### src/rtl/gray_seq_ctrl.sv
// Sequencing controller for an external 5-bit Gray counter: clears it, enables it
// for N steps (with pause/abort), and checks its Gray output against a binary shadow.
module gray_seq_ctrl (
  input  logic       clk,
  input  logic       reset,
  input  logic       start,
  input  logic       abort,
  input  logic       pause,
  input  logic [4:0] steps,
  input  logic [4:0] gray_in,
  output logic       cnt_en,
  output logic       cnt_rst_n,
  output logic       busy,
  output logic       done,
  output logic       err,
  output logic [4:0] last_gray
);

  typedef enum logic [1:0] {
    IDLE  = 2'd0,
    CLEAR = 2'd1,
    RUN   = 2'd2,
    DONE  = 2'd3
  } state_t;

  state_t     r_state;
  state_t     w_next;
  logic [5:0] r_len;
  logic [5:0] r_step;
  logic [4:0] r_exp_bin;
  logic       r_err;
  logic [4:0] r_last_gray;

  logic       w_accept;
  logic       w_last_step;
  logic       w_check;
  logic [4:0] w_exp_gray;

  assign w_accept    = (r_state == IDLE) && start && !abort;
  assign w_last_step = cnt_en && ((r_step + 6'd1) == r_len);
  assign w_check     = (r_state == RUN) || (r_state == DONE);
  assign w_exp_gray  = r_exp_bin ^ (r_exp_bin >> 1);

  // NOTE: every signal written here gets a default first so no path leaves it
  // unassigned; otherwise synthesis infers a latch.
  always_comb begin
    w_next    = r_state;
    cnt_en    = 1'b0;
    cnt_rst_n = 1'b1;
    busy      = 1'b0;
    done      = 1'b0;
    unique case (r_state)
      IDLE: begin
        if (w_accept) w_next = CLEAR;
      end
      CLEAR: begin
        cnt_rst_n = 1'b0;
        busy      = 1'b1;
        w_next    = abort ? IDLE : RUN;
      end
      RUN: begin
        busy   = 1'b1;
        cnt_en = !pause;
        if (abort)            w_next = IDLE;
        else if (w_last_step) w_next = DONE;
      end
      DONE: begin
        // An abort in the completion cycle suppresses the pulse and the capture.
        done   = !abort;
        w_next = IDLE;
      end
      default: w_next = IDLE;
    endcase
  end

  // NOTE: sequential state uses non-blocking assignments so every register
  // samples the pre-edge values regardless of statement order.
  always_ff @(posedge clk or posedge reset) begin
    if (reset) begin
      r_state     <= IDLE;
      r_len       <= 6'd32;
      r_step      <= 6'd0;
      r_exp_bin   <= 5'd0;
      r_err       <= 1'b0;
      r_last_gray <= 5'd0;
    end else begin
      r_state <= w_next;

      if (w_accept) begin
        r_len  <= (steps == 5'd0) ? 6'd32 : {1'b0, steps};
        r_step <= 6'd0;
      end else if (cnt_en) begin
        r_step <= r_step + 6'd1;
      end

      if (r_state == CLEAR)  r_exp_bin <= 5'd0;
      else if (cnt_en)       r_exp_bin <= r_exp_bin + 5'd1;

      if (w_accept)                                  r_err <= 1'b0;
      else if (w_check && (gray_in != w_exp_gray))   r_err <= 1'b1;

      if (done) r_last_gray <= gray_in;
    end
  end

  assign err       = r_err;
  assign last_gray = r_last_gray;

endmodule

### config.mk
export PLATFORM = sky130hd
export DESIGN_NAME = gray_seq_ctrl
export DESIGN_NICKNAME = d
export VERILOG_FILES = /design/src/rtl/gray_seq_ctrl.sv
export SDC_FILE = /design/constraint.sdc
export NUM_CORES = 1
export LEC_CHECK = 0
export BUFFER_PORTS_ARGS = -buffer_cell sky130_fd_sc_hd__buf_2
export CAP_MARGIN = 20
export CORE_ASPECT_RATIO = 1.4
export CORE_MARGIN = 1.5
export CORE_UTILIZATION = 40
export DETAILED_ROUTE_END_ITERATION = 16
export MAX_ROUTING_LAYER = met4
export SYNTH_ARGS = -nofsm -noshare
export SYNTH_HDL_FRONTEND = slang
export SYNTH_SLANG_ARGS = --single-unit
### constraint.sdc
create_clock -name clk -period 1.99 [get_ports clk]
set_clock_uncertainty 0.15 [all_clocks]
set_input_delay 0.0995 -clock clk [delete_from_list [all_inputs] [get_ports clk]]
set_output_delay 0.0995 -clock clk [all_outputs]
set_load 0.01 [all_outputs]
==> flow_summary.ini <==
[status]
outcome = completed

[pwr]
switching_share_pct = 37.05
power.leakage_nw = 0.8852
p_switching_mw = 0.6480
peakVddDrop_mv = 0.6426
power_frac_seq_pct = 43.7
comb_power_share_pct = 39.1
cellInternalPower_mw = 1.101
p_per_area_mw_per_mm2 = 995.7
power_frac_clock_pct = 17.2
p_total_mw = 1.749

[synth]
synth_seq_cells = 25
synth_top_area_cell = dfrtp_1
avgSynthCellArea_sq_um = 9.466
synth_area_leaders = dfrtp_1, nand2_1, ha_1, xnor2_1, xor2_1
ys_warn_count = 0
yosysUniqueCellTypes = 28
syn-instance-count = 145
syn_nets = 169
mappedNetlistArea_sq_mm = 0.001373
synth_seq_area_share_pct = 45.67
yosys.area.top_type_share_pct = 43.76

[floorplanning]
initial_core_util_pct = 41.40
rows = 25
top_level_ports = 25
die-area_sq_mm = 0.003797
die_y_um = 72.31
coreArea_sq_mm = 0.003316
die_width_um = 52.51

[placement]
place_congestion = 0.7580
io_buffers = 24
place_hpwl_um = 2150

[route]
wl_per_cell_um = 13.07
drc_errors = 0
avgViaCountPerCell = 4.904
dr.pass1.iters = 4
dr.first_iter.drc_count = 13
vias = 1118
drt-total-wl_um = 2981
final_antenna_net_count = 0

[cells_and_area]
layout_commonest_cell = nand2_1
finalNetCount = 213
mostFrequentLayoutCells = nand2_1, dfrtp_1, buf_2
multiInputGateArea_sq_um = 720.7
seqCellArea_sq_um = 626.9
fin_util_pct = 52.98
nFillCells = 327
area_growth_pct = 27.99
drive_above_1_share_pct = 21.28
diodes = 0

[sta]
final.setup.tns_ns = 0
fin_crit_sh_pct = 92.81
timing.fmax_ghz = 0.5414
setup_violations = 0
finalCriticalPeriod_ns = 1.847
slew_violations = 0
maxSlewHeadroom_pct = 78.56
final_hold_viol_count = 0
worstMarginPinSlew_ns = 0.3182

[global_routing]
grt_usage_pct = 18.43
grt_pass1_vias = 1148
grt_overflow = 0
grt_pass1_wl_um = 5106
grt_max_degree = 26
antenna_found_initial = 0

[cts]
cts_buffers = 3
insertion_delay_ns = 0.27
clock_tree.buffer_depth = 2
cts_tree = built
cts.sinks = 25
path_clk_slew_ns = 0.09
cts_root_buf = clkbuf_8
h-tree-depth = 1

[min_path]
hold_class = in2reg

[worst_setup_path]
required_ns = 2.03
crit_path_start_kind = flip-flop
crit_type = reg2reg
crit_arrival_ns = 1.88
crit_path_max_fanout = 5
worst_setup_path_end_kind = flip-flop

[job]
maxCapViolCount = 0
stage by stage:
| stage | worst slack, ns | hold slack, ns | std cells | instance area (sq um) |
|---|---|---|---|---|
| 2_1_floorplan | 0.07490 | -0.02392 | 145 | 1373 |
| 3_3_place_gp | 0.1726 | 0.01390 | 212 | 1573 |
| 3_5_place_dp | 0.1162 | 0.01970 | 212 | 1573 |
| 4_1_cts | 0.09745 | 0.007349 | 227 | 1729 |
| 5_1_grt | -0.001187 | 0.03191 | 228 | 1757 |
| 6_report | 0.1431 | 0.01120 | 228 | 1757 |
state kept, by name, summed over array words and instances (netlist names):
signal,count
last_gray,5
r_state,2
r_exp_bin,5
r_len,6
err,1
r_step,6
kinds of logic (layout without fill, tap and decap cells):
kind of cell	after synthesis	count (layout)	share of synthesized area [%]
and+or+nand+nor	67	67	21.15
DFF	25	25	45.67
xor gates and xnor gates	21	21	14.40
buffers and inverters	11	54	3.281
adders and majority gates	9	9	8.204
AOI/OAI and AO/OA	8	8	4.375
muxes	4	4	2.917
cell type report:
cell class	count	share of cell area (%)
clock buffers	3	2.350
clock inverters	1	0.2849
flip-flops and latches	25	35.68
inverters	8	1.709
repair buffers	42	16.10
multi-input cells	109	41.03
well taps	40	2.849
power by group through the flow:
stage	sequential, mW	clock (mW)	combinational, mW
2_1_floorplan	0.777	0	0.420
3_3_place_gp	0.765	0	0.646
4_1_cts	0.764	0.316	0.678
6_report	0.764	0.301	0.685
3_5_place_dp	0.770	0	0.654
5_1_grt	0.779	0.337	0.772
worst max-delay path, cell delays in order (launching register included):
cell and delay (ns):
dfrtp_1 0.42, nand4_1 0.15, or3_4 0.41, a2111oi_4 0.33, o21ai_1 0.12, a32oi_1 0.19
Yosys cell counts:
master     number
or4_1           1
dfrtp_1        24
a41oi_1         1
clkbuf_1        1
inv_1           8
o21ai_0         3
xnor3_1         1
a32oi_1         1
xor2_1          9
xnor2_1        11
nand2_1        35
buf_1           1
nor2_1         16
buf_4           1
nor2b_1         1
a2111oi_2       1
or3_1           1
nand2b_1        2
dfstp_2         1
ha_1            9
nand3b_1        1
nand3_1         4
nor3b_1         1
o21ai_1         1
o31ai_1         1
or2_2           1
mux2i_1         4
nand4_1         4
final timing paths:
kind / depth (start not counted) / start / slack, ns / end
setup / recovery: 5 / r_step[1] / 0.14 / r_state[0]
hold / removal: 3 / abort / 0.01 / err
setup reg to reg: 5 / r_step[1] / 0.14 / r_state[0]
hold reg to reg: 2 / r_len[5] / 0.34 / r_len[5]
max in group asynchronous: 4 / reset / 1.13 / r_len[5]
min in group asynchronous: 4 / reset / 0.26 / err
repair_timing:
item / 4_1_cts / 5_1_grt
endpoints found under the hold margin: 36 / 0
buffers inserted: 0 / 1
resized for setup: 0 / 3
setup endpoints to repair: 0 / 2
hold buffers: 11 / 0
layer usage:
metal	vias to the layer above	GRT usage, %	share of wire, %
met5	-	-	0
met4	0	7.123	1.3
met3	4	2.058	1.9
met2	18	32.36	55
met1	542	20.96	42
li1	554	-	-
Power figures use the tool's default switching activity.
